### src/rtl/trap_ctrl.sv
// rtl/trap_ctrl.sv - writeback trap sequencer: trap record, flush and PC redirect (option: TRAP_CTRL_IRQ_EN)
// wb_trap_o layout: {valid, pc[31:0], is_interrupt, mcause[30:0]}.
module trap_ctrl #(
    parameter int unsigned REDIRECT_TIMEOUT = 16
) (
    input  logic        clk_i,
    input  logic        rst_ni,
    input  logic        wb_valid_i,
    input  logic [31:0] wb_pc_i,
    input  logic        wb_exc_valid_i,
    input  logic [4:0]  wb_exc_cause_i,
    input  logic        wb_mret_i,
    input  logic [31:0] trap_handler_addr_i,
    input  logic [31:0] mepc_i,
    input  logic        irq_ext_i,
    input  logic        irq_timer_i,
    input  logic        fetch_ready_i,
    output logic        wb_valid_insn_o,
    output logic [64:0] wb_trap_o,
    output logic        flush_o,
    output logic        redirect_valid_o,
    output logic [31:0] redirect_pc_o,
    output logic        hang_o
);

    typedef enum logic {
        IDLE     = 1'b0,
        REDIRECT = 1'b1
    } state_t;

    localparam logic [7:0] TIMEOUT = 8'(REDIRECT_TIMEOUT);

    state_t      state_q, state_d;
    logic [7:0]  cnt_q, cnt_d;
    logic        hang_q, hang_d;
    logic [31:0] target_q, target_d;

    logic        irq_req;
    logic        irq_ext_sel;
    logic        event_taken;
    logic        trap_valid;
    logic        trap_irq;
    logic [30:0] trap_cause;
    logic        flush;
    logic        redir;
    logic        valid_insn;

`ifdef TRAP_CTRL_IRQ_EN
    assign irq_req     = irq_ext_i | irq_timer_i;
    assign irq_ext_sel = irq_ext_i;
`else
    logic unused_irq;
    assign unused_irq  = irq_ext_i ^ irq_timer_i;
    assign irq_req     = 1'b0;
    assign irq_ext_sel = 1'b0;
`endif

    always_ff @(posedge clk_i or negedge rst_ni) begin
        if (!rst_ni) begin
            state_q  <= IDLE;
            cnt_q    <= 8'd0;
            hang_q   <= 1'b0;
            target_q <= 32'd0;
        end else begin
            state_q  <= state_d;
            cnt_q    <= cnt_d;
            hang_q   <= hang_d;
            target_q <= target_d;
        end
    end

    always_comb begin
        state_d     = state_q;
        cnt_d       = cnt_q;
        hang_d      = hang_q;
        target_d    = target_q;
        event_taken = 1'b0;
        trap_valid  = 1'b0;
        trap_irq    = 1'b0;
        trap_cause  = 31'd0;
        flush       = 1'b0;
        redir       = 1'b0;
        valid_insn  = 1'b0;

        case (state_q)
            IDLE: begin
                valid_insn = wb_valid_i;
                if (wb_valid_i) begin
                    if (wb_exc_valid_i) begin
                        event_taken = 1'b1;
                        trap_valid  = 1'b1;
                        trap_cause  = {26'd0, wb_exc_cause_i};
                        target_d    = {trap_handler_addr_i[31:2], 2'b00};
                    end else if (irq_req) begin
                        // Interrupted instruction is not executed; mepc points back at it.
                        event_taken = 1'b1;
                        trap_valid  = 1'b1;
                        trap_irq    = 1'b1;
                        trap_cause  = irq_ext_sel ? 31'd11 : 31'd7;
                        target_d    = {trap_handler_addr_i[31:2], 2'b00};
                    end else if (wb_mret_i) begin
                        event_taken = 1'b1;
                        target_d    = mepc_i;
                    end
                end
                if (event_taken) begin
                    flush   = 1'b1;
                    state_d = REDIRECT;
                    cnt_d   = 8'd0;
                end
            end
            REDIRECT: begin
                flush = 1'b1;
                redir = 1'b1;
                if (fetch_ready_i) begin
                    state_d = IDLE;
                end else begin
                    if (cnt_q != 8'hFF) begin
                        cnt_d = cnt_q + 8'd1;
                    end
                    // Hang is only a diagnostic; the FSM keeps waiting for fetch.
                    if (cnt_d >= TIMEOUT) begin
                        hang_d = 1'b1;
                    end
                end
            end
            default: begin
                state_d = IDLE;
            end
        endcase
    end

    // Combinational outputs are forced low while reset is asserted.
    assign wb_valid_insn_o  = rst_ni & valid_insn;
    assign flush_o          = rst_ni & flush;
    assign redirect_valid_o = rst_ni & redir;
    assign redirect_pc_o    = (rst_ni & redir) ? target_q : 32'd0;
    assign hang_o           = hang_q;
    assign wb_trap_o        = (rst_ni & trap_valid)
                              ? {1'b1, wb_pc_i, trap_irq, trap_cause}
                              : 65'd0;

endmodule

### config.mk
export PLATFORM = sky130hd
export DESIGN_NAME = trap_ctrl
export DESIGN_NICKNAME = d
export VERILOG_FILES = /design/src/rtl/trap_ctrl.sv
export SDC_FILE = /design/constraint.sdc
export NUM_CORES = 1
export LEC_CHECK = 0
export BUFFER_PORTS_ARGS = -buffer_cell sky130_fd_sc_hd__buf_2
export CAP_MARGIN = 20
export CORE_UTILIZATION = 39
export DETAILED_ROUTE_END_ITERATION = 6
export HOLD_SLACK_MARGIN = 0.15
export PLACE_DENSITY_LB_ADDON = 0.05
export REMOVE_ABC_BUFFERS = 1
export SYNTH_ARGS = -nofsm -noshare
export SYNTH_HDL_FRONTEND = slang
export SYNTH_SLANG_ARGS = --single-unit
### constraint.sdc
create_clock -name clk_i -period 2.17 [get_ports clk_i]
set_input_delay 0.3255 -clock clk_i [delete_from_list [all_inputs] [get_ports clk_i]]
set_output_delay 0.3255 -clock clk_i [all_outputs]
set_load 0.01 [all_outputs]
==> results of run 1 <==
==> metrics by stage <==
step           setup WS, ns  hold WS (ns)  TNS [ns]  utilization, %  area [µm²]
6_report             0.0849         0.278         0            54.4        3700
3_3_place_gp          0.478         0.344         0            53.1        3610
4_1_cts              0.0146         0.268         0            54.4        3690
5_1_grt              0.0259         0.274         0            54.4        3700
2_1_floorplan        -0.580        0.0299    -16.66               -        2510
3_5_place_dp          0.443         0.357         0            53.1        3610
==> synthesized netlist by cell type (all sizes together) <==
library cell | instances | area, µm²
a41oi | 1 | 8.76
nor2b | 1 | 8.76
mux2i | 31 | 310
buf | 43 | 295
nand3b | 2 | 15.0
a31oi | 4 | 31.3
nand4 | 1 | 6.26
nor4 | 1 | 6.26
o21a | 3 | 22.5
ha | 1 | 12.5
and2b | 1 | 7.51
nand2 | 39 | 146
nor2 | 5 | 21.3
mux2 | 1 | 11.3
and4 | 1 | 8.76
dfrtp | 42 | 1050
nand3 | 6 | 30.0
and2 | 39 | 244
a211oi | 2 | 20.0
xnor2 | 1 | 8.76
nor3 | 2 | 21.3
o21ai | 34 | 170
a21oi | 3 | 15.0
and3 | 35 | 219
nand2b | 2 | 15.0
clkbuf | 7 | 26.3
conb | 1 | 3.75
==> layout by cell type, fill, tap and decap left out, drive strengths merged, types with 3 or more instances in the layout <==
cell type / count
and3: 35
buf: 186
conb: 27
and2: 39
a21oi: 3
o21ai: 34
clkbuf: 7
mux2i: 31
nand2: 39
nand3: 6
nor2: 5
a31oi: 4
o21a: 3
dfrtp: 42
==> layout make-up <==
| type | instances | area (µm²) | area share, % |
|---|---|---|---|
| clock buffers | 7 | 76.3 | 2.06 |
| multi-input cells | 243 | 1470 | 39.8 |
| well taps | 96 | 120 | 3.25 |
| repair buffers | 187 | 977 | 26.4 |
| flip-flops and latches | 42 | 1050 | 28.4 |
==> sequential cells by signal, indices dropped and copies added (netlist names) <==
signal	count
target_q	32
cnt_q	8
hang_o	1
state_q	1
==> per-layer routing <==
metal  up-vias  global-route usage, %  share of wire, %
met5         -                      0                 0
met4         0                   6.06              0.63
met3         4                   2.89               4.8
met2        88                   29.1                47
met1      1121                   26.4                48
li1       1331                      -                 -
==> worst max-delay path: stages <==
cell and delay (ns):
dlygate4sd3_1 0.55, buf_2 0.14, and3_1 0.15, buf_4 0.27
and2_1 0.18, buf_2 0.13
==> what timing repair did <==
action,CTS,global route
endpoints found under the hold margin,42,0
gates resized for setup,0,1
hold buffers,1,0
setup buffers,0,0
endpoints found under the setup margin,0,26
==> kinds of logic (layout without fill, tap and decap cells) <==
group	after synthesis	count (layout)	share of synthesized area (%)
and+or+nand+nor	135	135	27.4
other	1	27	0.137
xor gates and xnor gates	1	1	0.320
muxes	32	32	11.8
DFF	42	42	38.4
buffers and inverters	50	194	11.8
adders and majority gates	1	1	0.457
AOI/OAI and AO/OA	47	47	9.78
==> path summary, 6_finish.rpt <==
kind                                              start  slack, ns  cells after the start                      end
worst min register to register  target_q[0]$_DFFE_PN0P_       0.47                      2  target_q[0]$_DFFE_PN0P_
min in group asynchronous                        rst_ni       0.64                      3  target_q[1]$_DFFE_PN0P_
worst max register to register     cnt_q[0]$_DFFE_PN0P_       0.60                      5     cnt_q[5]$_DFFE_PN0P_
max in group asynchronous                        rst_ni       1.26                      3  target_q[2]$_DFFE_PN0P_
worst max-delay path                             rst_ni       0.08                      6            wb_trap_o[54]
worst min-delay path                          mepc_i[0]       0.28                      3  target_q[0]$_DFFE_PN0P_
==> where the power goes <==
| group | total (mW) | internal (mW) | switching (mW) |
|---|---|---|---|
| clock network | 0.466 | 0.222 | 0.244 |
| registers | 1.02 | 0.940 | 0.0808 |
| logic | 0.592 | 0.269 | 0.324 |
| total | 2.08 | 1.43 | 0.649 |
==> impl_metrics.toml, run 1 <==
[status]
outcome = "finished clean"

[global_route]
grt_max_degree = 52
antenna_found_initial = 0
overflow = 0
grt_pass1_vias = 2152
track_usage_pct = 18.6
grt_pass1_wl_mm = 10.6

[clock_network]
numCtsBuffers = 5
clk_pin_slew_ns = 0.07
cts.sinks = 42
htree_num_levels = 2
worstSkewPairLatency_ns = 0.29
cts_tree = "built"
clk_path_buf_depth = 2
clock-root-buffer = "clkbuf_8"

[drt]
first_pass_iters = 4
drt-total-wl_mm = 7.10
drt_iter0_drc = 86
viasPerCell = 4.42
post_drt_wl_per_cell_um = 12.3
detail-route-antenna-nets = 0
dr_total_vias = 2544
drcViolationCount = 0

[floorplanning]
start_util_pct = 40.3
boundaryPins = 210
rows = 30
dieArea_mm2 = 0.00736
fp.coreArea_mm2 = 0.00679
die-height_um = 85.8
die_x_um = 85.8

[sta]
fin_worst_skew_ns = 0.00450
finalHoldViolCount = 0
finalCritPeriodShare_pct = 96.1
period_needed_ns = 2.09
fmax_mhz = 480
setup_viol = 0
rsz0062_at_grt = "false"
slew_viol_final = 0

[critical_path]
cp.required_ns = 1.84
cp-end-kind = "primary output"
worstPathMaxFanout = 38
crit_arrival_ns = 1.76
path_class = "in2out"
start_kind = "input port"

[pwr]
vdd_drop_max_mv = 0.283
leakage_nw = 2.25
finalPower_mw = 2.08
power_density_mw_per_mm2 = 562

[min_path]
holdCritPathClass = "in2reg"

[synth]
syn_area_per_cell_um2 = 8.86
ys_warn_count = 0
synth_cells = 309
yosysSeqAreaShare_pct = 38.4
synth_area_mm2 = 0.00274
synth-seq-cells = 42
ys_types = 35

[layout]
area_growth_pct = 35.1
insertedDiodeCount = 0
layout.cells.non_filler = 575
n_fill_cell = 661
layout-drive-gt1-share_pct = 41.5
fin_nets = 589

[flow_run]
cap_violations = 0

[placement]
post-dp-hpwl_mm = 5.37
place.gp.congestion = 0.783
placed_cells = 567
io_buffers = 178
Note: power is estimated with default switching activity, not from simulation.
==> inputs of run 2 (changes only) <==
--- a/config.mk
+++ b/config.mk
@@ -7,7 +7,9 @@
 export LEC_CHECK = 0
 export BUFFER_PORTS_ARGS = -buffer_cell sky130_fd_sc_hd__buf_2
 export CAP_MARGIN = 20
-export CORE_UTILIZATION = 39
+export CELL_PAD_IN_SITES_DETAIL_PLACEMENT = 1
+export CELL_PAD_IN_SITES_GLOBAL_PLACEMENT = 1
+export CORE_UTILIZATION = 27
 export DETAILED_ROUTE_END_ITERATION = 6
 export HOLD_SLACK_MARGIN = 0.15
 export PLACE_DENSITY_LB_ADDON = 0.05
==> impl_metrics.toml, run 2 (synthesis gave the netlist of run 1 again) <==
[placement]
post_dp_cell_area_mm2 = 0.00365
io_buffers = 178
placed_cells = 603
place.gp.congestion = 0.780
preCtsSetupSlack_ns = 0.398
post-dp-hpwl_mm = 6.19

[sta]
slew_viol_final = 0
finalCritPeriodShare_pct = 95.8
setup_viol = 0
tightest_slew_ns = 0.504
fin_ws_ns = 0.0901
fin_worst_skew_ns = 0.0147
relSlewSlack_pct = 66.4
fmax_mhz = 481
finalHoldViolCount = 0
period_needed_ns = 2.08
rsz0062_at_grt = "false"

[layout]
largest_reg_flops = 32
insertedDiodeCount = 0
final_common_cell = "buf_2"
regMostFlops = "target_q"
fin_nets = 588
layout.cells.non_filler = 612
area_growth_pct = 37.5
mostFrequentLayoutCells = "178 x buf_2, 42 x dfrtp_1, 39 x and2_1, 39 x nand2_1, 35 x and3_1"
layout-drive-gt1-share_pct = 42.0
top_regs = "target_q: 32 flops, cnt_q: 8 flops"
final_area_mm2 = 0.00376

[drt]
drt_iter0_drc = 30
detail-route-antenna-nets = 0
first_pass_iters = 4
drt-total-wl_mm = 8.20
viasPerCell = 4.33
drcViolationCount = 0
dr_total_vias = 2652
post_drt_wl_per_cell_um = 13.4

[floorplanning]
start_util_pct = 27.9
die_x_um = 103
rows = 36
die-height_um = 103
dieArea_mm2 = 0.0105
boundaryPins = 210
fp.coreArea_mm2 = 0.00982

[clock_network]
clock-root-buffer = "clkbuf_8"
numCtsBuffers = 5
clk_path_buf_depth = 2
worstSkewPairLatency_ns = 0.30
cts_tree = "built"
cts.sinks = 42
htree_num_levels = 2
clk_pin_slew_ns = 0.09
post_cts_buffers = 0

[pwr]
vdd_drop_max_mv = 0.228
power_density_mw_per_mm2 = 578
leakage_nw = 2.26

[critical_path]
cp-end-kind = "primary output"
worstPathCellList = "dlygate4sd3_1 > buf_2 > and3_1 > buf_6 > and2_1 > buf_2"
path_class = "in2out"
crit_top_cell = "buf_2"
critPathTopFamily = "buffers and inverters"
crit_arrival_ns = 1.75
cp.required_ns = 1.84
start_kind = "input port"
crit_buf_inv = 4
worstPathMaxFanout = 38
critPathMaxStageDelay_ns = 0.57
slowest_stage = "dlygate4sd3_1"

[flow_run]
cap_violations = 0

[status]
outcome = "finished clean"

[global_route]
grt_pass1_vias = 2333
antenna_found_initial = 0
grt_pass1_wl_mm = 11.9
overflow = 0
track_usage_pct = 14.7
grt_max_degree = 64

[min_path]
holdCritPathClass = "in2reg"
-- run 2: final cells by class --
class	count	area [µm²]
timing repair buffer	186	977
clock buffer	6	82.6
multi-input combinational	243	1470
fill	1252	6060
clock inverter	2	12.5
sequential	42	1050
tap	133	166
-- run 2: path summary, 6_finish.rpt --
kind	startpoint	to	slack, ns	depth (start not counted)
min in group asynchronous	rst_ni	target_q[0]$_DFFE_PN0P_	0.64	3
max in group asynchronous	rst_ni	target_q[12]$_DFFE_PN0P_	1.27	3
hold / removal	mepc_i[1]	target_q[1]$_DFFE_PN0P_	0.25	3
setup / recovery	rst_ni	wb_trap_o[35]	0.09	6
hold reg to reg	target_q[0]$_DFFE_PN0P_	target_q[0]$_DFFE_PN0P_	0.46	2
setup reg to reg	state_q$_DFF_PN0_	cnt_q[7]$_DFFE_PN0P_	0.58	5
-- run 2: what timing repair did --
action,4_1_cts,5_1_grt
gates resized for setup,0,3
hold endpoints to repair,42,0
endpoints found under the setup margin,0,62
hold buffers,1,0
-- run 2: layer usage --
layer / up-vias / share of wire [%] / GRT usage [%]
li1: 1333 / - / -
met1: 1240 / 46 / 20.3
met2: 72 / 48 / 23.4
met3: 7 / 4.7 / 3.19
met4: 0 / 0.77 / 3.30
met5: - / 0 / 0
-- run 2: report_power, final --
part / leakage, nW / total, mW / internal, mW / switching, mW
Sequential: 0.533 / 1.02 / 0.939 / 0.0818
Clock: 0.0472 / 0.551 / 0.256 / 0.294
Combinational: 1.68 / 0.602 / 0.269 / 0.333
Total: 2.26 / 2.17 / 1.46 / 0.709
-- run 2: stage by stage --
step | util [%] | setup TNS [ns] | power [mW] | hold slack, ns
3_3_place_gp | 37.1 | 0 | 1.63 | 0.411
5_1_grt | 38.3 | 0 | 2.33 | 0.245
6_report | 38.3 | 0 | 2.17 | 0.245
4_1_cts | 38.2 | 0 | 2.20 | 0.239
2_1_floorplan | - | -16.66 | 1.34 | 0.0299
3_5_place_dp | 37.1 | 0 | 1.65 | 0.407
-- run 2: worst reg2reg max path: stages, from the launching register on --
cell and delay (ns):
dfrtp_1 0.38, buf_4 0.34, nand2b_2 0.19, nor3_4 0.26, a31oi_1 0.13, a211oi_2 0.22
